--- src/rtl/data_mem_port_pkg.sv ---
// Shared definitions for the data-memory port.
//   - FUNC3 access-width encodings (RISC-V load/store subset)
//   - FSM state encodings
//   - base byte-enable patterns
//   - access_size(): maps FUNC3 + direction onto an effective width
package data_mem_port_pkg;

    localparam logic [2:0] F3_B  = 3'b000;
    localparam logic [2:0] F3_H  = 3'b001;
    localparam logic [2:0] F3_W  = 3'b010;
    localparam logic [2:0] F3_BU = 3'b100;
    localparam logic [2:0] F3_HU = 3'b101;

    localparam logic [1:0] ST_IDLE   = 2'd0;
    localparam logic [1:0] ST_ACCESS = 2'd1;
    localparam logic [1:0] ST_DONE   = 2'd2;

    localparam logic [3:0] BE_B = 4'b0001;
    localparam logic [3:0] BE_H = 4'b0011;
    localparam logic [3:0] BE_W = 4'b1111;

    typedef enum logic [1:0] {SZ_B, SZ_H, SZ_W} size_e;

    // Unsigned variants have no meaning for stores, and undefined codes
    // fall back to a full word in both directions.
    function automatic size_e access_size(input logic [2:0] f3, input logic we);
        size_e sz;
        case (f3)
            F3_B:    sz = SZ_B;
            F3_H:    sz = SZ_H;
            F3_W:    sz = SZ_W;
            F3_BU:   sz = we ? SZ_W : SZ_B;
            F3_HU:   sz = we ? SZ_W : SZ_H;
            default: sz = SZ_W;
        endcase
        return sz;
    endfunction

endpackage

--- src/rtl/dmem_load_align.sv ---
// Load alignment / extension (purely combinational).
//   word_i  : 32-bit word returned by the backing memory
//   addr_i  : byte offset within the word
//   func3_i : load FUNC3 (B/H sign-extend, BU/HU zero-extend, else word)
//   data_o  : extended load result
module dmem_load_align
    import data_mem_port_pkg::*;
(
    input  logic [31:0] word_i,
    input  logic [1:0]  addr_i,
    input  logic [2:0]  func3_i,
    output logic [31:0] data_o
);

    logic [7:0]  byte_sel;
    logic [15:0] half_sel;

    always_comb begin
        case (addr_i)
            2'd0:    byte_sel = word_i[7:0];
            2'd1:    byte_sel = word_i[15:8];
            2'd2:    byte_sel = word_i[23:16];
            default: byte_sel = word_i[31:24];
        endcase
        half_sel = addr_i[1] ? word_i[31:16] : word_i[15:0];

        case (func3_i)
            F3_B:    data_o = {{24{byte_sel[7]}}, byte_sel};
            F3_BU:   data_o = {24'd0, byte_sel};
            F3_H:    data_o = {{16{half_sel[15]}}, half_sel};
            F3_HU:   data_o = {16'd0, half_sel};
            default: data_o = word_i;
        endcase
    end

endmodule

--- src/rtl/data_mem_port.sv ---
// Memory-stage load/store responder.
// Accepts MEM_READ_EN / MEM_WRITE_EN + FUNC3 from the pipeline, checks
// alignment, runs a word-wide REQ/ACK transaction to the backing memory
// and stalls the pipeline through BUSY_WAIT until the access completes.
//   CLK, RESET                  : clock, async active-high reset
//   MEM_READ_EN, MEM_WRITE_EN   : request (write wins if both)
//   FUNC3, ADDRESS, WRITE_DATA  : access width, byte address, store data
//   READ_DATA                   : registered, extended load result
//   BUSY_WAIT                   : pipeline stall
//   MISALIGNED, BUS_ERROR       : rejected-access / timeout indications
//   M_REQ/M_WE/M_ADDR/M_WDATA/M_BE, M_RDATA/M_ACK : backing-memory bus
module data_mem_port
    import data_mem_port_pkg::*;
#(
    parameter int unsigned TIMEOUT = 0
) (
    input  logic        CLK,
    input  logic        RESET,
    input  logic        MEM_READ_EN,
    input  logic        MEM_WRITE_EN,
    input  logic [2:0]  FUNC3,
    input  logic [31:0] ADDRESS,
    input  logic [31:0] WRITE_DATA,
    output logic [31:0] READ_DATA,
    output logic        BUSY_WAIT,
    output logic        MISALIGNED,
    output logic        BUS_ERROR,
    output logic        M_REQ,
    output logic        M_WE,
    output logic [29:0] M_ADDR,
    output logic [31:0] M_WDATA,
    output logic [3:0]  M_BE,
    input  logic [31:0] M_RDATA,
    input  logic        M_ACK
);

    // Counter value of the last ACCESS cycle before giving up.
    localparam logic [7:0] TO_LAST = (TIMEOUT == 0) ? 8'd0 : 8'(TIMEOUT - 1);

    logic [1:0]  state_q, state_d;
    logic [7:0]  cnt_q, cnt_d;
    logic        err_q, err_d;
    logic        we_q, we_d;
    logic [31:0] addr_q, addr_d;
    logic [2:0]  f3_q, f3_d;
    logic [31:0] wdata_q, wdata_d;
    logic [3:0]  be_q, be_d;
    logic [31:0] rdata_q, rdata_d;

    logic        req, mis, start;
    size_e       sz;
    logic [31:0] st_wdata, ld_value;
    logic [3:0]  st_be;

    dmem_load_align u_align (
        .word_i  (M_RDATA),
        .addr_i  (addr_q[1:0]),
        .func3_i (f3_q),
        .data_o  (ld_value)
    );

    // Request decode, alignment check and store lane placement.
    always_comb begin
        req   = MEM_READ_EN | MEM_WRITE_EN;
        sz    = access_size(FUNC3, MEM_WRITE_EN);
        mis   = req && ((sz == SZ_H && ADDRESS[0]) ||
                        (sz == SZ_W && ADDRESS[1:0] != 2'b00));
        start = (state_q == ST_IDLE) && req && !mis;

        st_be    = BE_W;
        st_wdata = '0;
        if (MEM_WRITE_EN) begin
            case (sz)
                SZ_B: begin
                    st_wdata = {4{WRITE_DATA[7:0]}};
                    st_be    = BE_B << ADDRESS[1:0];
                end
                SZ_H: begin
                    st_wdata = {2{WRITE_DATA[15:0]}};
                    st_be    = BE_H << {ADDRESS[1], 1'b0};
                end
                default: begin
                    st_wdata = WRITE_DATA;
                    st_be    = BE_W;
                end
            endcase
        end
    end

    always_comb begin
        state_d = state_q;
        cnt_d   = cnt_q;
        err_d   = err_q;
        we_d    = we_q;
        addr_d  = addr_q;
        f3_d    = f3_q;
        wdata_d = wdata_q;
        be_d    = be_q;
        rdata_d = rdata_q;
        case (state_q)
            ST_IDLE: begin
                if (start) begin
                    state_d = ST_ACCESS;
                    cnt_d   = '0;
                    err_d   = 1'b0;
                    we_d    = MEM_WRITE_EN;
                    addr_d  = ADDRESS;
                    f3_d    = FUNC3;
                    wdata_d = st_wdata;
                    be_d    = st_be;
                end
            end
            ST_ACCESS: begin
                // An ACK in the final allowed cycle still completes normally.
                if (M_ACK) begin
                    state_d = ST_DONE;
                    if (!we_q) rdata_d = ld_value;
                end else if (TIMEOUT != 0 && cnt_q == TO_LAST) begin
                    state_d = ST_DONE;
                    err_d   = 1'b1;
                    if (!we_q) rdata_d = '0;
                end else if (TIMEOUT != 0) begin
                    cnt_d = cnt_q + 8'd1;
                end
            end
            ST_DONE: state_d = ST_IDLE;
            default: state_d = ST_IDLE;
        endcase
    end

    always_ff @(posedge CLK or posedge RESET) begin
        if (RESET) begin
            state_q <= ST_IDLE;
            cnt_q   <= '0;
            err_q   <= 1'b0;
            we_q    <= 1'b0;
            addr_q  <= '0;
            f3_q    <= '0;
            wdata_q <= '0;
            be_q    <= '0;
            rdata_q <= '0;
        end else begin
            state_q <= state_d;
            cnt_q   <= cnt_d;
            err_q   <= err_d;
            we_q    <= we_d;
            addr_q  <= addr_d;
            f3_q    <= f3_d;
            wdata_q <= wdata_d;
            be_q    <= be_d;
            rdata_q <= rdata_d;
        end
    end

    // Combinational outputs are gated by RESET so they drop while it is held,
    // even though request inputs may still be asserted.
    assign BUSY_WAIT  = !RESET && (start || state_q == ST_ACCESS);
    assign MISALIGNED = !RESET && (state_q == ST_IDLE) && mis;
    assign BUS_ERROR  = (state_q == ST_DONE) && err_q;
    assign M_REQ      = (state_q == ST_ACCESS);
    assign M_WE       = we_q;
    assign M_ADDR     = addr_q[31:2];
    assign M_WDATA    = wdata_q;
    assign M_BE       = be_q;
    assign READ_DATA  = rdata_q;

endmodule

--- config.mk ---
export PLATFORM = sky130hd
export DESIGN_NAME = data_mem_port
export DESIGN_NICKNAME = d
export VERILOG_FILES = /design/src/rtl/data_mem_port_pkg.sv /design/src/rtl/dmem_load_align.sv /design/src/rtl/data_mem_port.sv
export SDC_FILE = /design/constraint.sdc
export NUM_CORES = 1
export LEC_CHECK = 0
export ABC_AREA = 1
export CAP_MARGIN = 15
export CORE_MARGIN = 3
export CORE_UTILIZATION = 45
export DETAILED_ROUTE_END_ITERATION = 8
export HOLD_SLACK_MARGIN = 0.06
export PLACE_DENSITY_LB_ADDON = 0.25
export SLEW_MARGIN = 20
export SYNTH_ARGS = -nofsm -noshare
export SYNTH_HDL_FRONTEND = slang
export SYNTH_SLANG_ARGS = --single-unit
export TNS_END_PERCENT = 1
--- constraint.sdc ---
create_clock -name CLK -period 4.3 [get_ports CLK]
set_input_delay 1.075 -clock CLK [delete_from_list [all_inputs] [get_ports CLK]]
set_output_delay 1.075 -clock CLK [all_outputs]
set_load 0.1 [all_outputs]
* Yosys cells after proc, flatten, opt, wreduce, memory -nomap -nowiden *
Index checks and enable logic that the tools add are counted.

word-level totals
  word-level logic and storage cells = 58
  input port bits = 104
  flip-flop bits (word level) = 106
  output and inout bits = 103

operators by class
  multiplexer cells = 13
  equal/unequal tests = 13
  bitwise gates (word level) = 2
  shift-type cells = 2
  reduce and logical (&&, ||, !) cells = 21

operator list
  cell                   number
  $pmux W32 S4           1
  $pmux W32 S2           1
  $mux W32               1
  $pmux W8 S3            1
  $mux W16               1
  $eq A3 B3 Y1 const B   4
  $logic_and A1 B1 Y1    8
  $mux W2                4
  $pmux W2 S4            1
  $pmux W4 S2            1
  $eq A2 B1 Y1 const B   3
  $eq A3 B1 Y1 const B   2
  $logic_not A2 Y1       3
  $logic_not A3 Y1       2
  $eq A2 B2 Y1 const B   2
  $mux W4                1
  $pmux W2 S2            1
  $reduce_and A2 Y1      2
  $shl A1 B2 Y4 const A  1
  $shl A2 B2 Y4 const A  1
  $reduce_and A3 Y1      1
  $logic_not A1 Y1       2
  $logic_or A1 B1 Y1     2
  $ne A2 B1 Y1 const B   1
  4 further kinds        4

* Longest topological paths before layout *
Gate-level depths: netlist (run 1).

  depth after elaboration = 10
  gate-level depth with buffers = 10

* Cells and area by module *
A second synthesis (run 1) with hierarchy kept.

second synthesis, totals
  cells, all modules = 787
  area total of the unflattened synthesis = 5,710.5 um^2

modules (own cells, without submodules)
  module           cells an instance  area an instance (um^2)  sequential area each (um^2)  times used
  data_mem_port    595                4,814.6                  2,652.5                      1
  dmem_load_align  192                895.9                    0.0                          1

* Worst setup path after synthesis (run 1) *
OpenSTA, ideal clock, no wires.

  path type = input to output
  from = input port MEM_WRITE_EN
  to = output port MISALIGNED
  stages = 4
  slack = -0.135 ns
  data arrival time = 3.360 ns
  required time = 3.225 ns
  path buffers = 0
  cells stage by stage = nor2_1 -> nor2_1 -> o21ai_2 -> nor3_1

between the ends
  longest elaborated chain between the ends = 7
  elaborated cells on any way between the ends = 11
  those cells by class = eq/ne: 2; mux: 3; bitwise: 1; reduce/logical: 5

ends and longest elaborated chain
  what                                           line                                              RTL
  start: declaration                             data_mem_port.sv:20                               input logic MEM_WRITE_EN,
  $mux W2, on equally long branches              data_mem_port_pkg.sv:33, data_mem_port_pkg.sv:32
  $pmux W2 S4                                    data_mem_port_pkg.sv:28                           case (f3)
  $eq A2 B1 Y1 or $eq A2 B2 Y1 (tied branches)   data_mem_port.sv:66, data_mem_port.sv:67
  $logic_and A1 B1 Y1, on equally long branches  data_mem_port.sv:66, data_mem_port.sv:67
  $logic_or A1 B1 Y1                             data_mem_port.sv:66                               mis = req && ((sz == SZ_H && ADDRESS[0]) ||
  $logic_and A1 B1 Y1 (*)                        data_mem_port.sv:66
  $logic_and A1 B1 Y1 (*)                        data_mem_port.sv:158                              assign MISALIGNED = !RESET && (state_q == ST_IDLE) && mis;
  end: declaration                               data_mem_port.sv:26                               output logic MISALIGNED,

Mark *: on every way between the ends. The rest lies on a longest branch, timed or not.

* Worst setup path in the final report (run 1) *
  from = input port FUNC3[0]
  to = output port BUSY_WAIT

between the ends
  longest elaborated chain between the ends = 10
  elaborated cells on any way between the ends = 15
  those cells by class = eq/ne: 5; mux: 1; reduce/logical: 9

ends and longest elaborated chain
  what                                           line                                      RTL
  start: declaration                             data_mem_port.sv:21                       input logic [2:0] FUNC3,
  $eq A3 B3 Y1, or another cell as far along     data_mem_port_pkg.sv:28
  $pmux W2 S4 (*)                                data_mem_port_pkg.sv:28
  $eq A2 B1 Y1 or $eq A2 B2 Y1 (tied branches)   data_mem_port.sv:66, data_mem_port.sv:67
  $logic_and A1 B1 Y1, on equally long branches  data_mem_port.sv:66, data_mem_port.sv:67
  $logic_or A1 B1 Y1 (*)                         data_mem_port.sv:66
  $logic_and A1 B1 Y1 (*)                        data_mem_port.sv:66
  $logic_not A1 Y1 (*)                           data_mem_port.sv:68                       start = (state_q == ST_IDLE) && req && !mis;
  $logic_and A1 B1 Y1 (*)                        data_mem_port.sv:68
  $logic_or A1 B1 Y1 (*)                         data_mem_port.sv:157                      assign BUSY_WAIT = !RESET && (start || state_q == ST_ACCESS);
  $logic_and A1 B1 Y1 (*)                        data_mem_port.sv:157
  end: declaration                               data_mem_port.sv:25                       output logic BUSY_WAIT,

Marked as above.

==> results of run 1 <==
## routing by layer
layer / vias up / share of wire (%) / routed length, um
li1: 2582 / - / -
met1: 2349 / 40 / 6297
met2: 196 / 48 / 7517
met3: 29 / 9.9 / 1563
met4: 0 / 2.2 / 343
met5: - / 0 / 0
## area by class of cell
| class | instances | area, sq um | area share [%] |
|---|---|---|---|
| tap | 143 | 178.9 | 2.332 |
| sequential | 106 | 2653 | 34.58 |
| clock buffer | 10 | 239.0 | 3.115 |
| multi-input combinational | 505 | 2131 | 27.78 |
| inverter | 79 | 299.0 | 3.898 |
| clock inverter | 6 | 53.80 | 0.7014 |
| timing repair buffer | 211 | 2117 | 27.60 |
## synthesized netlist by cell type (all sizes together)
| cell type | count |
|---|---|
| a211oi | 2 |
| nand3b | 1 |
| nand2 | 312 |
| nand3 | 31 |
| a31oi | 1 |
| buf | 57 |
| dfrtp | 106 |
| or2 | 17 |
| o211ai | 1 |
| nor2 | 53 |
| o21ai | 58 |
| clkbuf | 8 |
| conb | 1 |
| inv | 79 |
| a21oi | 24 |
| nor3 | 4 |
## critical path, stage by stage
cell	delay (ps)
clkdlybuf4s50_1	520
nand2_1	130
inv_2	40
o21ai_2	210
nand2_2	100
a21oi_1	250
buf_12	220
## worst min path at each step
stage,start,endpoint,slack (ps),cells past startpoint
4_1_cts,addr_q[16]$_DFFE_PP0P_,addr_q[16]$_DFFE_PP0P_,490,2
3_5_place_dp,addr_q[28]$_DFFE_PP0P_,addr_q[28]$_DFFE_PP0P_,460,2
6_report,addr_q[16]$_DFFE_PP0P_,addr_q[16]$_DFFE_PP0P_,480,2
2_1_floorplan,addr_q[10]$_DFFE_PP0P_,addr_q[10]$_DFFE_PP0P_,450,2
3_3_place_gp,addr_q[12]$_DFFE_PP0P_,addr_q[12]$_DFFE_PP0P_,460,2
5_1_grt,addr_q[5]$_DFFE_PP0P_,addr_q[5]$_DFFE_PP0P_,500,2
## layout by cell type (no fill, tap or decap), drive strengths merged
| master | n |
|---|---|
| clkbuf | 10 |
| clkinv | 1 |
| dfrtp | 106 |
| inv | 83 |
| a21oi | 24 |
| nor2 | 53 |
| nand2 | 312 |
| nor3 | 4 |
| clkdlybuf4s50 | 203 |
| a31oi | 1 |
| o211ai | 1 |
| o21ai | 58 |
| conb | 1 |
| nand3b | 1 |
| nand3 | 31 |
| a211oi | 2 |
| or2 | 17 |
| clkinvlp | 1 |
| buf | 8 |
## state kept, by name, indices dropped and copies added (netlist names)
register / flops
M_WDATA: 32
READ_DATA: 32
addr_q: 32
M_BE: 4
f3_q: 3
state_q: 2
M_WE: 1
## metrics by stage
stage | hold slack [ps] | utilization, % | area, sq um | cells
after global placement | 461.6 | 63.27 | 7378 | 1044
after detailed placement | 464.2 | 63.27 | 7378 | 1044
after CTS | 485.8 | 65.78 | 7671 | 1060
after global routing | 502.8 | 65.78 | 7671 | 1060
after floorplan | 450.0 | - | 5477 | 755
final | 483.0 | 65.78 | 7671 | 1060
## cells by family after synthesis
kind of cell | share of synthesized area (%)
flip-flops | 48.48
AO/OA/AOI/OAI | 8.095
other | 0.06854
AND/OR/NAND/NOR | 30.69
buffers and inverters | 12.67
==> metrics, run 1 <==
share of layout cells above drive strength 1=5.780%; Hold WC Path Type=reg -> reg; Worst setup endpoint=BUSY_WAIT; Die H=116.3 um; outcome=completed; Finish-stage setup viols=0; first-pass GRT wire length=24530 um; setup TNS=0 ps; busiest metal layer after global routing=met2; final hold vios=0; gr ovfl total=0; Worst-Skew Late Latency=340 ps; met3 usage=8.135%; CTS max path bufs=2; Synth warnings=0; via/cell ratio=4.864; synthesized area=5471 sq um; FMAX=275.6 MHz; ANT nets after route=0; cell count after synthesis=755; Worst-path clk slew=80 ps; Relative slew margins=31.23%; H-tree depth=3; period utilisation layout=84.38%; antenna violations before repair=0; Yosys top cell by area=dfrtp_1; post-route setup slack=671.8 ps; Layout area overhead=40.20%; Synthesized Nets=859; Place WS=678.2 ps; layout net count=1016; Final Skew=7.427 ps; clk sinks=106; Initial Utilization=46.92%; unique cell type count in the Yosys netlist=25; Max Cap Viol=0; Gates resized, CTS repair=0; R2R cell count=8; CTS root buf=clkbuf_16; core area=11660 sq um; CP Class=in -> out; critical path startpoint=FUNC3[0]; Crit. End Element=primary output; reg2reg start=f3_q[1]$_DFFE_PP0P_; wire per inst=14.83 um; initial drt markers=350; Worst EP arrival=2550 ps; Setup Buffers After CTS=0; Max Transition Viols Final=0; vias in the first global route=5000; Site Rows=39; Worst R2R End=READ_DATA[24]$_DFFE_PP0P_; R2R Setup Slk=2090 ps; # diodes=0; Num CTS Buffers=9; met1 GRT Util=28.86%; via count of the routed design=5156; gr usage total=23.17%; flops & latches, synth=106; Ports=207; CP required=3220 ps; Detailed Place HPWL=11480 um; post-synthesis sequential area ratio=48.48%; Worst Setup Start Kind=input port; gpl congestion=0.9263; top post-synthesis cells by area=dfrtp_1 (48%), nand2_1 (21%), inv_1 (5.2%); Critical Path Fanout Max=5; Worst Max-Slew Pin Slew=1028 ps; I/O Buffers=205; RSZ-0062 raised after global routing=false; Hold-fix buffers, CTS=0; drt total wl=15720 um; DIE AREA=13520 sq um; M2 GR Usage=37.68%; CTS tree=built; Die Wd=116.3 um; drt drc=0; largest net degree at the start of global routing=81; number of fill cells=1068; drt first pass iters=5; Mean Syn Cell Area=7.247 sq um; minimum clock period=3628 ps; Yosys top cell area share=48.48%
Power of run 1 is not shown: default switching activity piles up to over one toggle a cycle in this logic, so the estimate is an artifact.
==> run 2: changes to the inputs <==
==> constraint.sdc (replaced) <==
create_clock -name CLK -period 3.5 [get_ports CLK]
set_input_delay 0.875 -clock CLK [delete_from_list [all_inputs] [get_ports CLK]]
set_output_delay 0.875 -clock CLK [all_outputs]
set_load 0.1 [all_outputs]
==> metrics, run 2 (synthesis results as in run 1) <==
Crit. End Element=primary output; outcome=completed; gr ovfl total=0 (unchanged); Detailed Place HPWL=11360 um (-1.1%); H-tree depth=3 (unchanged); CP required=2620 ps (-600 ps); Worst EP arrival=2300 ps (-250 ps); gpl congestion=0.9170 (-1.0%); Worst Setup Start Kind=input port; Worst Max-Slew Pin Slew=784.0 ps (-244.3 ps); post-route setup slack=323.2 ps (-348.6 ps); CTS tree=built; ANT nets after route=0 (unchanged); share of layout cells above drive strength 1=17.14% (+11 points); # diodes=0 (unchanged); Hold-fix buffers, CTS=0 (unchanged); register area=2653 sq um (unchanged); Hold WC Path Type=reg -> reg; Relative slew margins=47.73% (+17 points); final hold vios=0 (unchanged); area of the multi-input gates=2131 sq um (unchanged); Critical Path Fanout Max=5 (unchanged); most frequent cells in the layout=nand2_1 (310), buf_4 (110), dfrtp_1 (106); Max Transition Viols Final=0 (unchanged); Setup Buffers After CTS=0 (unchanged); Place WS=313.2 ps (-365.1 ps); Final Skew=7.190 ps (-0.2373 ps); fin cells=1065 (+0.47%); Post-Place Cells=1049 (+0.48%); number of fill cells=1050 (-1.7%); CP Class=in -> out; initial drt markers=420 (+20%); Worst-path clk slew=70 ps (about the same); core area=11660 sq um (unchanged); RSZ-0062 raised after global routing=false; via count of the routed design=5204 (+0.93%); vias in the first global route=5109 (+2.2%); drt first pass iters=5 (unchanged); setup TNS=0 ps (unchanged); gr usage total=22.81% (-0.37 points); met3 usage=7.772% (-0.36 points); DIE AREA=13520 sq um (unchanged); Ports=207 (unchanged); M2 GR Usage=38.83% (+1.1 points); Die Wd=116.3 um (unchanged); Die H=116.3 um (unchanged); drt total wl=15430 um (-1.9%); met1 GRT Util=27.37% (-1.5 points); Num CTS Buffers=9 (unchanged); first-pass GRT wire length=24240 um (-1.2%); Worst-Skew Late Latency=340 ps (about the same); Max Cap Viol=0 (unchanged); wire per inst=14.49 um (-2.3%); Layout area overhead=37.34%; commonest non-fill, non-tap cell in the layout=nand2_1; drt drc=0 (unchanged); largest net degree at the start of global routing=81 (unchanged); Site Rows=39 (unchanged); minimum clock period=3177 ps; Hold Crit Start=addr_q[12]$_DFFE_PP0P_; reg2reg start=addr_q[1]$_DFFE_PP0P_; I/O Buffers=205 (unchanged); antenna violations before repair=0 (unchanged); FMAX=314.8 MHz; Min Hold Slack=483.7 ps (+0.6390 ps); CTS max path bufs=2 (unchanged); CTS root buf=clkbuf_16; Finish-stage setup viols=0 (unchanged); clk sinks=106 (unchanged); Initial Utilization=46.92% (unchanged); layout net count=1021 (+0.49%); via/cell ratio=4.886 (+0.46%); period utilisation layout=90.77%; critical path startpoint=ADDRESS[0]; busiest metal layer after global routing=met2; Gates resized, CTS repair=0 (unchanged)
-- run 2: cell types whose count changed in the layout (fill, tap and decap cells not counted) --
cell	change
clkinvlp_4	-1
bufinv_16	+2
clkdlybuf4s50_1	-100
buf_12	+1
inv_6	-2
buf_4	+104
clkinv_4	+1
-- run 2: path summary, 6_finish.rpt --
check	to	slack [ps]	cells after the start
max in group asynchronous	M_WDATA[1]$_DFFE_PP0P_	1700	3
min in group asynchronous	M_WE$_DFFE_PP0P_	1060	2
hold reg to reg	addr_q[12]$_DFFE_PP0P_	480	2
setup / recovery	BUSY_WAIT	320	7
setup reg to reg	READ_DATA[24]$_DFFE_PP0P_	1260	7
hold / removal	addr_q[12]$_DFFE_PP0P_	480	2
-- run 2: layer usage --
metal,vias to the layer above,wire (um)
met5,-,0
met4,0,283
met3,23,1586
met2,223,7420
met1,2368,6136
li1,2590,-
-- run 2: layout make-up --
| type | count | area share [%] |
|---|---|---|
| tap | 143 | 2.381 |
| inverter | 79 | 3.979 |
| multi-input combinational | 505 | 28.35 |
| sequential | 106 | 35.30 |
| clock buffer | 10 | 3.180 |
| timing repair buffer | 216 | 25.51 |
| clock inverter | 6 | 1.299 |
-- run 2: metrics by stage --
step | util, % | area, sq um
after floorplan | - | 5477
after global placement | 61.55 | 7178
after detailed placement | 61.55 | 7178
after CTS | 64.44 | 7515
after global routing | 64.44 | 7515
final | 64.44 | 7515
-- run 2: worst max-delay path: stages --
cell and delay, ps:
clkdlybuf4s50_1 500, nand2_1 120, inv_2 40, o21ai_2 210, nand2_2 90, a21oi_1 240
buf_12 220
Power of run 2 is left out for the same reason.
==> run 3: changes to the inputs <==
--- a/config.mk
+++ b/config.mk
@@ -12,7 +12,7 @@
 export DETAILED_ROUTE_END_ITERATION = 8
 export HOLD_SLACK_MARGIN = 0.06
 export PLACE_DENSITY_LB_ADDON = 0.25
-export SLEW_MARGIN = 20
+export SLEW_MARGIN = 25
 export SYNTH_ARGS = -nofsm -noshare
 export SYNTH_HDL_FRONTEND = slang
 export SYNTH_SLANG_ARGS = --single-unit
==> results of run 3 <==
The final DEF is identical to that of run 2; final timing and power are the same.
Power of run 3 is left out for the same reason.
